--- src/rtl/bypass_scoreboard_pkg.sv ---
// Shared definitions for the issue-stage bypass/interlock unit: default sizes,
// the per-source lookup outcome, and an index-width helper.
package bypass_scoreboard_pkg;

    localparam int DEF_ISSUE_W = 2;
    localparam int DEF_NSTAGE  = 4;
    localparam int DEF_NSRC    = 2;
    localparam int DEF_DATA_W  = 32;
    localparam int DEF_REG_AW  = 5;

    typedef enum logic [1:0] {
        SRC_RF  = 2'd0,
        SRC_FWD = 2'd1,
        SRC_HAZ = 2'd2
    } src_sel_e;

    // Index width that stays at least one bit wide for single-entry dimensions.
    function automatic int idx_w(input int n);
        return (n > 1) ? $clog2(n) : 1;
    endfunction

endpackage

--- src/rtl/bypass_match.sv ---
// Compares one source register against every tracked writer and reports the
// highest-priority hit (youngest stage, then youngest lane) and its readiness.
module bypass_match
    import bypass_scoreboard_pkg::*;
#(
    parameter int NSTAGE  = DEF_NSTAGE,
    parameter int ISSUE_W = DEF_ISSUE_W,
    parameter int REG_AW  = DEF_REG_AW,
    parameter int RDY_W   = $clog2(DEF_NSTAGE + 1),
    parameter int STG_W   = idx_w(DEF_NSTAGE),
    parameter int LANE_W  = idx_w(DEF_ISSUE_W)
) (
    input  logic [REG_AW-1:0]                src,
    input  logic [NSTAGE*ISSUE_W-1:0]        ent_valid,
    input  logic [NSTAGE*ISSUE_W*REG_AW-1:0] ent_rdst,
    input  logic [NSTAGE*ISSUE_W*RDY_W-1:0]  ent_rdy,
    output src_sel_e                         sel,
    output logic [STG_W-1:0]                 hit_stage,
    output logic [LANE_W-1:0]                hit_lane
);

    // Scan oldest-to-youngest so the last match written holds the priority winner.
    always_comb begin
        sel       = SRC_RF;
        hit_stage = '0;
        hit_lane  = '0;
        if (src != '0) begin
            for (int k = NSTAGE - 1; k >= 0; k--) begin
                for (int l = 0; l < ISSUE_W; l++) begin
                    if (ent_valid[k*ISSUE_W + l] &&
                        ent_rdst[(k*ISSUE_W + l)*REG_AW +: REG_AW] == src) begin
                        sel       = (ent_rdy[(k*ISSUE_W + l)*RDY_W +: RDY_W] <= RDY_W'(k))
                                    ? SRC_FWD : SRC_HAZ;
                        hit_stage = STG_W'(k);
                        hit_lane  = LANE_W'(l);
                    end
                end
            end
        end
    end

endmodule

--- src/rtl/bypass_scoreboard.sv ---
// Forwarding and interlock unit for the in-order issue stage: tracks in-flight
// writers per stage/lane, resolves operands, and raises split/stall requests.
module bypass_scoreboard
    import bypass_scoreboard_pkg::*;
#(
    parameter int ISSUE_W = DEF_ISSUE_W,
    parameter int NSTAGE  = DEF_NSTAGE,
    parameter int NSRC    = DEF_NSRC,
    parameter int DATA_W  = DEF_DATA_W,
    parameter int REG_AW  = DEF_REG_AW,
    localparam int RDY_W  = $clog2(NSTAGE + 1)
) (
    input  logic                              clk,
    input  logic                              reset,
    input  logic                              stall_i,
    input  logic [NSTAGE-1:0]                 kill_i,
    input  logic [ISSUE_W-1:0]                iss_valid_i,
    input  logic [ISSUE_W-1:0]                iss_wr_i,
    input  logic [ISSUE_W*REG_AW-1:0]         iss_rdst_i,
    input  logic [ISSUE_W*RDY_W-1:0]          iss_rdy_i,
    input  logic [ISSUE_W*NSRC*REG_AW-1:0]    iss_src_i,
    input  logic [ISSUE_W*NSRC*DATA_W-1:0]    rf_data_i,
    input  logic [NSTAGE*ISSUE_W*DATA_W-1:0]  stg_data_i,
    output logic [ISSUE_W*NSRC*DATA_W-1:0]    src_data_o,
    output logic [ISSUE_W*NSRC-1:0]           src_fwd_o,
    output logic                              stall_req_o,
    output logic [ISSUE_W-1:0]                split_o,
    output logic [31:0]                       stall_cnt_o
);

    localparam int STG_W  = idx_w(NSTAGE);
    localparam int LANE_W = idx_w(ISSUE_W);
    localparam int NLOOK  = ISSUE_W * NSRC;

    typedef struct packed {
        logic              valid;
        logic [REG_AW-1:0] rdst;
        logic [RDY_W-1:0]  rdy;
    } byp_entry_t;

    byp_entry_t ent_q [NSTAGE][ISSUE_W];

    logic [NSTAGE*ISSUE_W-1:0]        ent_valid;
    logic [NSTAGE*ISSUE_W*REG_AW-1:0] ent_rdst;
    logic [NSTAGE*ISSUE_W*RDY_W-1:0]  ent_rdy;

    src_sel_e          sel       [NLOOK];
    logic [STG_W-1:0]  hit_stage [NLOOK];
    logic [LANE_W-1:0] hit_lane  [NLOOK];

    for (genvar k = 0; k < NSTAGE; k++) begin : g_flat_stage
        for (genvar l = 0; l < ISSUE_W; l++) begin : g_flat_lane
            assign ent_valid[k*ISSUE_W + l]                      = ent_q[k][l].valid;
            assign ent_rdst[(k*ISSUE_W + l)*REG_AW +: REG_AW]    = ent_q[k][l].rdst;
            assign ent_rdy[(k*ISSUE_W + l)*RDY_W +: RDY_W]       = ent_q[k][l].rdy;
        end
    end

    for (genvar g = 0; g < NLOOK; g++) begin : g_match
        bypass_match #(
            .NSTAGE  (NSTAGE),
            .ISSUE_W (ISSUE_W),
            .REG_AW  (REG_AW),
            .RDY_W   (RDY_W),
            .STG_W   (STG_W),
            .LANE_W  (LANE_W)
        ) u_match (
            .src       (iss_src_i[g*REG_AW +: REG_AW]),
            .ent_valid (ent_valid),
            .ent_rdst  (ent_rdst),
            .ent_rdy   (ent_rdy),
            .sel       (sel[g]),
            .hit_stage (hit_stage[g]),
            .hit_lane  (hit_lane[g])
        );
    end

    always_comb begin
        int idx;
        idx        = 0;
        src_data_o = rf_data_i;
        src_fwd_o  = '0;
        for (int g = 0; g < NLOOK; g++) begin
            if (sel[g] == SRC_FWD) begin
                idx                              = int'(hit_stage[g]) * ISSUE_W + int'(hit_lane[g]);
                src_fwd_o[g]                     = 1'b1;
                src_data_o[g*DATA_W +: DATA_W]   = stg_data_i[idx*DATA_W +: DATA_W];
            end
        end
    end

    // Once any lane must hold, every younger lane holds with it to keep issue in order.
    always_comb begin
        logic chain;
        logic hz;
        logic dep;
        chain   = 1'b0;
        split_o = '0;
        for (int j = 0; j < ISSUE_W; j++) begin
            hz  = 1'b0;
            dep = 1'b0;
            for (int s = 0; s < NSRC; s++) begin
                if (sel[j*NSRC + s] == SRC_HAZ)
                    hz = 1'b1;
                for (int i = 0; i < j; i++) begin
                    if (iss_valid_i[i] && iss_wr_i[i] &&
                        iss_rdst_i[i*REG_AW +: REG_AW] != '0 &&
                        iss_src_i[(j*NSRC + s)*REG_AW +: REG_AW] == iss_rdst_i[i*REG_AW +: REG_AW])
                        dep = 1'b1;
                end
            end
            chain      = chain | (iss_valid_i[j] & (hz | dep));
            split_o[j] = chain;
        end
    end

    assign stall_req_o = split_o[0];

    // Killed entries are dropped rather than shifted; a hold still honours kills in place.
    always_ff @(posedge clk) begin
        if (reset) begin
            for (int k = 0; k < NSTAGE; k++)
                for (int l = 0; l < ISSUE_W; l++)
                    ent_q[k][l] <= '0;
            stall_cnt_o <= '0;
        end else begin
            if (!stall_i) begin
                for (int l = 0; l < ISSUE_W; l++) begin
                    ent_q[0][l].valid <= iss_valid_i[l] & iss_wr_i[l] & ~split_o[l] &
                                         (iss_rdst_i[l*REG_AW +: REG_AW] != '0);
                    ent_q[0][l].rdst  <= iss_rdst_i[l*REG_AW +: REG_AW];
                    ent_q[0][l].rdy   <= iss_rdy_i[l*RDY_W +: RDY_W];
                end
                for (int k = 1; k < NSTAGE; k++)
                    for (int l = 0; l < ISSUE_W; l++)
                        ent_q[k][l] <= kill_i[k-1] ? '0 : ent_q[k-1][l];
            end else begin
                for (int k = 0; k < NSTAGE; k++)
                    for (int l = 0; l < ISSUE_W; l++)
                        if (kill_i[k])
                            ent_q[k][l].valid <= 1'b0;
            end
            if (stall_req_o && !stall_i && stall_cnt_o != 32'hFFFF_FFFF)
                stall_cnt_o <= stall_cnt_o + 32'd1;
        end
    end

endmodule

--- config.mk ---
export PLATFORM = sky130hd
export DESIGN_NAME = bypass_scoreboard
export DESIGN_NICKNAME = d
export VERILOG_FILES = /design/src/rtl/bypass_scoreboard_pkg.sv /design/src/rtl/bypass_match.sv /design/src/rtl/bypass_scoreboard.sv
export SDC_FILE = /design/constraint.sdc
export NUM_CORES = 1
export LEC_CHECK = 0
export ABC_AREA = 0
export BUFFER_PORTS_ARGS = -buffer_cell sky130_fd_sc_hd__buf_2
export CAP_MARGIN = 20
export CORE_AREA = 2 2 230 232
export CTS_BUF_LIST = sky130_fd_sc_hd__clkbuf_2 sky130_fd_sc_hd__clkbuf_4 sky130_fd_sc_hd__clkbuf_8
export CTS_CLUSTER_DIAMETER = 200
export DETAILED_ROUTE_END_ITERATION = 7
export DIE_AREA = 0 0 232 234
export PLACE_DENSITY = 0.61
export SKIP_LAST_GASP = 1
export SYNTH_ARGS = -nofsm -noshare
export SYNTH_HDL_FRONTEND = slang
export SYNTH_SLANG_ARGS = --single-unit
--- constraint.sdc ---
create_clock -name clk -period 12.72 [get_ports clk]
set_clock_uncertainty 0.15 [all_clocks]
set_input_delay 2.544 -clock clk [delete_from_list [all_inputs] [get_ports clk]]
set_output_delay 2.544 -clock clk [all_outputs]
set_load 0.01 [all_outputs]
==> flow_summary.yaml <==
yosys:
  synthCells: 2086
  synth_area_leaders: "mux2i_1 (30%), edfxtp_1 (11%), mux2_2 (6.5%)"
  yosysSeqAreaShare: 0.1536
  synth_top_area_cell: "mux2i_1"
  synth-edff-count: 64
  synth_area_sq_um: 17200
  syn_area_per_cell_sq_um: 8.246
  synth_commonest_cells: "mux2i_1 (513), nand2_1 (220), xor2_1 (128)"
  ys_types: 65
  yosysMostFrequentCell: "mux2i_1"
  yosys_warnings: 0
  synth_fp_nets: 2518
  synth_top_area_share: 0.2985
  synthFlopType: "edfxtp_1"
  synthArstFlopShare: 0
  synth-seq-cells: 100
placement:
  globalplace.congestion: 0.9889
  dp_hpwl_mm: 63.50
  io_buffers: 597
  post-place-cells: 3191
cells_and_area:
  area_growth_pct: 21.22
  fin_nets: 2948
  fillers: 5215
  postLayoutCoreUtil: 0.4008
  final_cells: 3258
  drive_gt1_frac: 0.3074
global_route:
  track_usage: 0.2940
  grt_max_degree: 129
  antenna_found_initial: 58
  grt_pass1_vias: 18210
  grt_first_pass_wirelength_mm: 120.5
  overflow: 0
sta:
  slew_viol_final: 0
  finalSetupViolations: 0
  timing.fmax_ghz: 0.1098
  rsz0062_at_grt: "no"
  layout_min_cycle_time_ps: 9108
  relSlewSlack: 0.2059
  hold_viol_final: 0
  fin_tns_setup_ps: 0
  hold_slack_ps: 352.7
  period_share: 0.7161
  tightest_slew_ps: 1191
floorplan:
  io_pins: 598
  dieWidth_microns: 232
  start_util: 0.3306
  die_h_microns: 234
  core-area_sq_um: 52020
  die-area_sq_um: 54290
  rows: 84
worst_setup_path:
  critPathLaunchType: "primary input"
  r2r_cells: 11
  crit-reg2reg-launch: "ent_q[1][16]"
  criticalPathCategory: "primary input to primary output"
  r2r-end: "stall_cnt_o[2]"
  worst_setup_path_end_kind: "primary output"
  crit_slowest_cell: "o211a_4"
  cp_common_cell: "buf_2"
  cp_slowest_stage_delay_ps: 860
  reg2reg_slack_ps: 8800
  crit_fanout: 76
  path_cells: "buf_2 > xor2_1 > nor4_1 > nand3_1 > a21oi_1 > o211a_4 > buf_12 > mux2i_1 > a22o_1 > a221oi_1 > mux2_2 > buf_2"
  worstSetupStartpoint: "iss_src_i[1]"
  cp_data_arrival_time_ps: 6410
  crit_required_ps: 10030
drt:
  avgViaCountPerCell: 6.074
  drt-total-wl_mm: 84.52
  drt_pre_antenna_iters: 6
  antenna_left: 0
  drtIter0Drc: 2314
  drc: 0
  vias: 19790
  wl_per_cell_microns: 25.94
min_path:
  holdPathEnd: "stall_cnt_o[26]"
  hp-class: "flip-flop to flip-flop"
  min_path_cells: 2
  min_from: "stall_cnt_o[26]"
flow_run:
  drv_cap: 0
clock_tree:
  cts_setup_buffers: 0
  h-tree-depth: 3
  cts_tree: "built"
  clk_path_buf_depth: 2
  cts_made_buffers: 9
  numClockSinks: 100
  clk_pin_slew_ps: 100
  cts_resized: 0
  clock_latency_ps: 390
  hold_buffers: 0
  clk_root_buffer_cell: "clkbuf_8"
pwr:
  p_seq_frac: 0.371
  intPower_mw: 0.6440
  power_density_nw_per_um2: 49.58
  ir_drop_mv: 0.06198
  p_switching_mw: 0.3899
  clock_power_share: 0.208
  leakagePower_nw: 9.377
  power_mw: 1.034
  p_sw_frac: 0.3771
  pwr-share-comb: 0.421
run_status:
  status: "complete, no violations"
[cells in the final DEF, fill, tap and decap left out, types with 4 or more instances in the layout]
master       n
nand3_1    109
nand3b_1     5
nor4_1      33
xor2_1     128
a22o_1      64
o21ai_0     13
buf_4       26
edfxtp_1    64
nor3_1       8
o2111ai_1    4
dfxtp_1     36
inv_1       10
a22oi_1      4
buf_2      597
a31oi_1      7
a221oi_1    64
nor2b_1      8
mux2i_1    513
o31ai_1     25
or3_1        6
a32oi_1     32
clkbuf_8     9
and3_1      68
nand4_1      7
nand2b_1     8
nand2_1    219
or4_1       27
nor3_2       5
xnor2_1     43
nor2_1      59
diode_2     49
a21oi_1     78
and2_1      68
mux2_2     100
[cells by family after synthesis]
logic type / share of synthesized area
muxes: 0.3646
buffers and inverters: 0.05877
adders and majority gates: 0.0007273
AOI/OAI and AO/OA: 0.1452
DFF: 0.1536
and+or+nand+nor: 0.1900
xor gates and xnor gates: 0.08707
[layer usage]
metal | GRT usage | up-vias | share of wire
li1 | - | 8735 | -
met1 | 0.3710 | 9589 | 0.39
met2 | 0.4538 | 1198 | 0.45
met3 | 0.09740 | 232 | 0.12
met4 | 0.1286 | 34 | 0.038
met5 | 0.01964 | - | 0.0027
[per-stage QoR]
step	area, sq um	setup WS (ps)
after global routing	20800	3365
after detailed placement	20520	3633
after CTS	20710	3640
after global placement	20520	3690
after floorplan	17200	5012
final	20850	3612
[flip-flops by register name, indices dropped and copies added (netlist names)]
signal and flops:
stall_cnt_o 32, ent_q 68
[layout make-up]
| cell class | instances | area, sq um | share of cell area |
|---|---|---|---|
| diodes | 49 | 122.6 | 0.005880 |
| clock buffers | 10 | 131.4 | 0.006300 |
| clock inverters | 6 | 62.56 | 0.003000 |
| inverters | 11 | 41.29 | 0.001980 |
| multi-input cells | 1767 | 13740 | 0.6588 |
| flip-flops and latches | 100 | 2643 | 0.1267 |
| well taps | 688 | 860.8 | 0.04128 |
| repair buffers | 627 | 3254 | 0.1561 |
[how the worst max path moves through the flow]
stage	endpoint	slack, ps	cells after the start
finish	src_data_o[2]	3610	12
global route	src_data_o[3]	3370	12
CTS	src_data_o[12]	3640	12
detailed placement	src_data_o[12]	3630	12
global placement	src_data_o[2]	3690	12
floorplan	src_data_o[38]	5010	10
[power by group through the flow]
| stage | sequential [mW] | combinational [mW] | clock (mW) |
|---|---|---|---|
| 2_1_floorplan | 0.371 | 0.249 | 0 |
| 3_3_place_gp | 0.390 | 0.415 | 0 |
| 3_5_place_dp | 0.390 | 0.425 | 0 |
| 4_1_cts | 0.383 | 0.427 | 0.219 |
| 5_1_grt | 0.385 | 0.467 | 0.232 |
| 6_report | 0.384 | 0.435 | 0.215 |
[worst max-delay path: cells and delay by family]
kind | cells | cell delay (ps)
mux | 2 | 390
xor+xnor | 1 | 170
compound gates | 4 | 1740
buf+inv | 3 | 810
simple gates | 2 | 560
Note: power is estimated with default switching activity, not from simulation.
